File: src/rtl/ariane_regfile_lvt.sv
// Multi-port register file: one distributed-RAM bank per write port, with a live-value
// table selecting the bank that holds the newest copy of each word, plus a clear sequencer.
module ariane_regfile_lvt #(
   parameter int unsigned DATA_WIDTH     = 32,
   parameter int unsigned NR_READ_PORTS  = 2,
   parameter int unsigned NR_WRITE_PORTS = 2,
   parameter int unsigned NUM_WORDS      = 32,
   parameter bit          ZERO_REG_ZERO  = 1'b0,
   parameter bit          WRITE_BYPASS   = 1'b0,
   parameter bit          CLEAR_ON_RESET = 1'b1,
   localparam int unsigned AW = (NUM_WORDS > 2) ? $clog2(NUM_WORDS) : 1
) (
   input  logic                      clk_i,
   input  logic                      rst_i,
   input  logic                      clear_i,
   output logic                      ready_o,
   input  logic [AW-1:0]             raddr_i [NR_READ_PORTS],
   output logic [DATA_WIDTH-1:0]     rdata_o [NR_READ_PORTS],
   input  logic [AW-1:0]             waddr_i [NR_WRITE_PORTS],
   input  logic [DATA_WIDTH-1:0]     wdata_i [NR_WRITE_PORTS],
   input  logic [NR_WRITE_PORTS-1:0] we_i
);

   localparam int unsigned LW = (NR_WRITE_PORTS > 1) ? $clog2(NR_WRITE_PORTS) : 1;
   localparam logic [AW-1:0] LAST_WORD = AW'(NUM_WORDS - 1);

   typedef enum logic {S_CLEAR, S_READY} state_t;

   state_t                    state;
   logic                      ready_q;
   logic [AW-1:0]             cnt;
   logic [LW-1:0]             lvt [NUM_WORDS];
   logic [DATA_WIDTH-1:0]     mem [NR_WRITE_PORTS][NUM_WORDS];
   logic [NR_WRITE_PORTS-1:0] wvalid;

   // Out-of-range words and (optionally) word 0 neither store nor return data.
   function automatic logic addr_ok(input logic [AW-1:0] a);
      return (32'(a) < NUM_WORDS) && !(ZERO_REG_ZERO && (a == '0));
   endfunction

   assign ready_o = ready_q && !rst_i;

   always_comb begin
      for (int j = 0; j < NR_WRITE_PORTS; j++) begin
         wvalid[j] = ready_o && we_i[j] && addr_ok(waddr_i[j]);
      end
   end

   // NOTE: state uses non-blocking assignments only; for the LVT, the last NBA in loop
   // order wins, which gives the highest write port priority on an address collision.
   always_ff @(posedge clk_i) begin
      if (rst_i) begin
         state   <= CLEAR_ON_RESET ? S_CLEAR : S_READY;
         ready_q <= !CLEAR_ON_RESET;
         cnt     <= '0;
         for (int w = 0; w < NUM_WORDS; w++) begin
            lvt[w] <= '0;
         end
      end else begin
         case (state)
            S_CLEAR: begin
               lvt[cnt] <= '0;
               if (clear_i) begin
                  cnt <= '0;
               end else if (cnt == LAST_WORD) begin
                  cnt     <= '0;
                  state   <= S_READY;
                  ready_q <= 1'b1;
               end else begin
                  cnt <= cnt + 1'b1;
               end
            end
            S_READY: begin
               for (int j = 0; j < NR_WRITE_PORTS; j++) begin
                  if (wvalid[j]) lvt[waddr_i[j]] <= LW'(j);
               end
               if (clear_i) begin
                  state   <= S_CLEAR;
                  ready_q <= 1'b0;
                  cnt     <= '0;
               end
            end
         endcase
      end
   end

   // NOTE: the banks are deliberately left without reset so they map onto distributed RAM;
   // the clear sequence is the only thing that defines their contents.
   always_ff @(posedge clk_i) begin
      if (!rst_i && state == S_CLEAR) begin
         for (int j = 0; j < NR_WRITE_PORTS; j++) begin
            mem[j][cnt] <= '0;
         end
      end else begin
         for (int j = 0; j < NR_WRITE_PORTS; j++) begin
            if (wvalid[j]) mem[j][waddr_i[j]] <= wdata_i[j];
         end
      end
   end

   always_comb begin
      for (int k = 0; k < NR_READ_PORTS; k++) begin
         rdata_o[k] = '0;
         if (ready_o && addr_ok(raddr_i[k])) begin
            rdata_o[k] = mem[lvt[raddr_i[k]]][raddr_i[k]];
            if (WRITE_BYPASS) begin
               for (int j = 0; j < NR_WRITE_PORTS; j++) begin
                  if (wvalid[j] && waddr_i[j] == raddr_i[k]) rdata_o[k] = wdata_i[j];
               end
            end
         end
      end
   end

endmodule
File: config.mk
export PLATFORM = sky130hd
export DESIGN_NAME = ariane_regfile_lvt
export DESIGN_NICKNAME = d
export VERILOG_FILES = /design/src/rtl/ariane_regfile_lvt.sv
export SDC_FILE = /design/constraint.sdc
export NUM_CORES = 2
export LEC_CHECK = 0
export BUFFER_PORTS_ARGS = -buffer_cell sky130_fd_sc_hd__buf_2
export CAP_MARGIN = 20
export CELL_PAD_IN_SITES_DETAIL_PLACEMENT = 0
export CELL_PAD_IN_SITES_GLOBAL_PLACEMENT = 2
export CORE_MARGIN = 5
export CORE_UTILIZATION = 30
export CTS_BUF_LIST = sky130_fd_sc_hd__clkbuf_2 sky130_fd_sc_hd__clkbuf_4 sky130_fd_sc_hd__clkbuf_8
export DETAILED_ROUTE_END_ITERATION = 10
export GPL_ROUTABILITY_DRIVEN = 0
export PLACE_DENSITY_LB_ADDON = 0.12
export SYNTH_ARGS = -nofsm -noshare
export SYNTH_HDL_FRONTEND = slang
export SYNTH_SLANG_ARGS = --single-unit
File: constraint.sdc
create_clock -name clk_i -period 6.4 [get_ports clk_i]
set_input_delay 1.6 -clock clk_i [delete_from_list [all_inputs] [get_ports clk_i]]
set_output_delay 1.6 -clock clk_i [all_outputs]
set_load 0.005 [all_outputs]
== Yosys cells after proc, flatten, opt, wreduce, memory -nomap -nowiden ==
Memory sizes are Yosys's and may differ from the RTL's.
Cells that the tools add are included.

* Shift operators: 0
* Multipliers: 0
* Reductions and logical operators: 12
* Bitwise gates (word level): 2054
* Add/subtract/negate cells: 1
* Equality and inequality tests: 4
* Magnitude comparators: 8
* Div/mod/pow operators: 0
* Muxes and demuxes: 2102

{| class="wikitable"
|+ Operators by type and width
! kind !! number
|-
| 2-to-1 mux 1024 bit || 3
|-
| 2-to-1 mux 1 bit || 2076
|-
| bitwise OR 1 bit || 2048
|-
| demux 32 bit (select 5 bit) || 3
|-
| binary-select mux 32 bit (select 5 bit) || 2
|-
| 2-to-1 mux 32 bit || 9
|-
| >= comparator 6 bit (second input constant) || 5
|-
| 2-to-1 mux 5 bit || 6
|-
| NOT 5 -> 6 bit || 5
|-
| less-than comparator 6 x 1 -> 1 bit (second input constant) || 3
|-
| case mux 5 bit (2 select lines) || 1
|-
| logical AND 1 bit || 7
|-
| != test 2 bit (second input constant) || 3
|-
| adder 5 x 1 -> 5 bit (second input constant) || 1
|-
| == test 5 bit (second input constant) || 1
|-
| case mux 1 bit (2 select lines) || 2
|-
| AND reduction 3 bit || 1
|-
| OR reduction 1 bit || 3
|-
| logical NOT 1 bit || 1
|-
| NOT 1 bit || 1
|}

* Input port bits: 89
* Memory bits (read-only): 0
* Memory bits (writable): 2080
* Latch bits: 0
* Memories: 2
* Register bits after elaboration: 7

{| class="wikitable"
|+ Memories
! memory !! words !! bits a word !! read ports !! clocked after memory_dff !! write ports !! RTL line !! text
|-
| mem || 2 || 1024 || 2 || 0 || 2 || 33 || <nowiki>logic [DATA_WIDTH-1:0] mem [NR_WRITE_PORTS][NUM_WORDS];</nowiki>
|-
| lvt || 32 || 1 || 2 || 0 || 32 || 32 || <nowiki>logic [LW-1:0] lvt [NUM_WORDS];</nowiki>
|}

== Depth between registers and ports, before layout ==
* Word-level depth: 9
* Gate-level depth with buffers: 16
* Gate-level depth less buffers: 10

== Worst setup path after synthesis ==
OpenSTA, ideal clock, no wires.

* Path kind: input port to flip-flop
* Start point: in rst_i
* End point: mem mem[0][64] (netlist bit) (enable)
* Setup time: 0.466 ns
* Slack: 0.601 ns
* Arrival time: 5.333 ns
* Stages on the path: 7
* Buffers on the path: 3
* Data required time: 5.934 ns
* Cell sequence: clkbuf_1 nor2b_1 clkbuf_1 and3_1 clkbuf_1 nand3b_1 o21ai_0

{| class="wikitable"
|+ RTL lines
! what !! RTL line !! text
|-
| start: declaration || 14 || <nowiki>input logic rst_i,</nowiki>
|-
| end: declaration || 33 ||
|}

==> results.md <==
- Final Worst Setup Slack: -0.03683 ns
- P per Cell Area: 259.4 mW/mm^2
- Post-DP HPWL: 311900 um
- Post-synth top area share: 0.6134
- H-tree lvl count: 5
- Clock skew: 0.04032 ns
- Filler cells: 32410
- # DRC: 0
- Die area: 0.3459 mm^2
- Syn_nets: 8508
- Post-Route WL: 547200 um
- Register bit total from synthesis: 2087
- Required @ worst endpoint: 4.80 ns
- Cell Int Power: 23.06 mW
- Setup violators final: 5
- Initial antenna violation count: 42
- Port Buffers: 153
- Number of synthesized flops with an enable pin: 2048
- Area after DPL: 0.1130 mm^2
- CP startpoint kind: input port
- CTS tree: done
- Peak Freq: 0.1554 GHz
- Syn Inst Count: 8414
- Largest net degree at the start of global routing: 71
- Critical path endpoint category: output port
- Synth Warn #: 0
- Syn avg cell area: 11.92 um^2
- Die Ht: 588.1 um
- Clock Power Share: 0.405
- Vias/cell: 5.918
- Worst slew pin tran: 1.225 ns
- Final Hold Vio Count: 0
- Sw Ratio: 0.2746
- Worst endpoint data arrival time: 4.84 ns
- Synth area leader: edfxtp_1
- Site Rows: 212
- Power share of the combinational group: 0.127
- Synth cell types: 68
- Main synth FF type: edfxtp_1
- Hold WS: 0.4913 ns
- Vias: 82420
- Layout cells sized above 1: 0.2312
- Clock input transition at the sequential cells of the worst setup and hold paths: 0.06 ns
- Die Wd: 588.1 um
- Pwr Total: 31.79 mW
- Cts bufs inserted: 393
- Root Driver: clkbuf_8
- Unrepaired setup endpoints after global routing: true
- Post-synth top cells: nand2_1, edfxtp_1, nand3_1, mux2i_1, clkbuf_1
- Most frequent cell after synthesis: nand2_1
- Global-route wire length before repair: 719400 um
- Worst rel slew slack: 0.1830
- Leak Pwr: 42.45 nW
- Core Util, Final: 0.3679
- Routed len/inst: 39.29 um
- Clock sink total: 2087
- Drt first pass iters: 8
- Detail Route Antenna Nets: 0
- Fin crit period: 6.437 ns
- Sequential cell area fraction in the yosys report: 0.6212
- Core area: 0.3332 mm^2
- Layout area overhead: 22.25%
- Tcrit/Tclk final: 1.006
- Worst VDD drop: 0.1545 mV
- Number of global-route vias before repair: 79750
- Bufs on Longest Clock Path: 4
- Top Ports: 154
- Max Cap Viol: 0
- Synth Cell Area: 0.1003 mm^2
- Fin Setup TNS: -0.1002 ns
- Gr ovfl total: 0
- Nets: 9298
- Net Sw Power: 8.729 mW
- Fin area: 0.1226 mm^2
- GRT Util Overall: 0.3022
- Initial DRC Count: 10970
- Critical Setup Path Class: input port to output port
- Hold Path Class: flip-flop to flip-flop
- Largest cells by area after synthesis: edfxtp_1, nand2_1, mux4_2, nand3_1, mux2i_1
- Initial Util: 0.3009
- Clk Latency, worst-skew pair: 1.09 ns
- Status: finished with violations
- Post-synth ARST share: 0
- Violated checks: setup timing
- Flop pwr share: 0.467
- Worst Path Max Fanout: 7
- Slew Viols, Final: 0
path summary, 6_finish.rpt:
| kind | start | to | slack, ns | cells after the start |
|---|---|---|---|---|
| worst max-delay path | rst_i | rdata_o[41] | -0.04 | 12 |
| worst min-delay path | ready_q$_SDFFE_PP0P_ | ready_q$_SDFFE_PP0P_ | 0.49 | 2 |
| worst max register to register | state$_SDFF_PP0_ | mem[1][396]$_DFFE_PP_ | 2.41 | 5 |
| worst min register to register | ready_q$_SDFFE_PP0P_ | ready_q$_SDFFE_PP0P_ | 0.49 | 2 |
sequential cells by signal (all words and copies together) (netlist names):
| register | cells |
|---|---|
| lvt | 32 |
| ready_q | 1 |
| cnt | 5 |
| state | 1 |
| mem | 2048 |
cell type report:
cell class              instances  area [um^2]  share of cell area
flip-flops and latches       2087        62280              0.5081
inverters                       8        35.03           0.0002858
clock inverters               158        810.8            0.006615
diodes                         37        92.59           0.0007554
clock buffers                 535         6556             0.05349
multi-input cells            5662        36100              0.2946
repair buffers               1052        11200             0.09137
well taps                    4387         5489             0.04478
critical path, stage by stage:
cell	delay [ns]
buf_2	0.11
nor2b_2	0.14
buf_4	0.23
buf_4	0.20
nand2b_1	0.36
nor2_4	0.27
nand2_1	0.62
buf_4	0.45
o22ai_1	0.41
a21oi_1	0.12
nand2_2	0.16
buf_2	0.14
what timing repair did:
action / in CTS / in global routing
hold buffers: 0 / 0
pin swaps: 22 / 26
hold endpoints to repair: 0 / 0
resized for setup: 90 / 164
setup buffers: 9 / 26
setup endpoints to repair: 62 / 64
cloned: 8 / 15
per-layer routing:
layer,vias to the layer above,track usage,part of all wire
li1,33440,-,-
met1,43160,0.4235,0.42
met2,4847,0.4655,0.44
met3,962,0.06074,0.093
met4,10,0.1076,0.041
met5,-,0,0.00011
power by group through the flow:
stage / sequential (mW) / clock, mW / combinational [mW]
final: 14.9 / 12.9 / 4.04
after global routing: 14.9 / 13.7 / 4.19
after CTS: 14.9 / 13.1 / 3.76
after detailed placement: 15.1 / 0 / 3.64
after global placement: 15.1 / 0 / 3.65
after floorplan: 15.1 / 0 / 1.95
layout by cell type (no fill, tap or decap), types with 145 or more instances in the layout:
cell type and count:
mux2i_1 344, nand2_1 2472, mux4_2 285, nand4_1 189, o21ai_0 152, buf_4 614
nand3_1 959, edfxtp_1 2048, a31oi_1 246, buf_2 145, clkbuf_8 406, buf_12 201
stage by stage:
stage / cells / worst slack [ns]
3_3_place_gp: 13140 / -0.4436
4_1_cts: 13850 / -0.05623
2_1_floorplan: 8414 / 0.6014
3_5_place_dp: 13140 / -0.4274
5_1_grt: 13910 / -0.07678
6_report: 13930 / -0.03683
kinds of logic after synthesis:
kind of cell    share of synthesized area
compound gates                    0.07036
fa+ha+maj                       0.0006240
buf+inv                           0.03406
flops                              0.6212
mux                                0.1014
simple gates                       0.1723
Power figures use the tool's default switching activity.
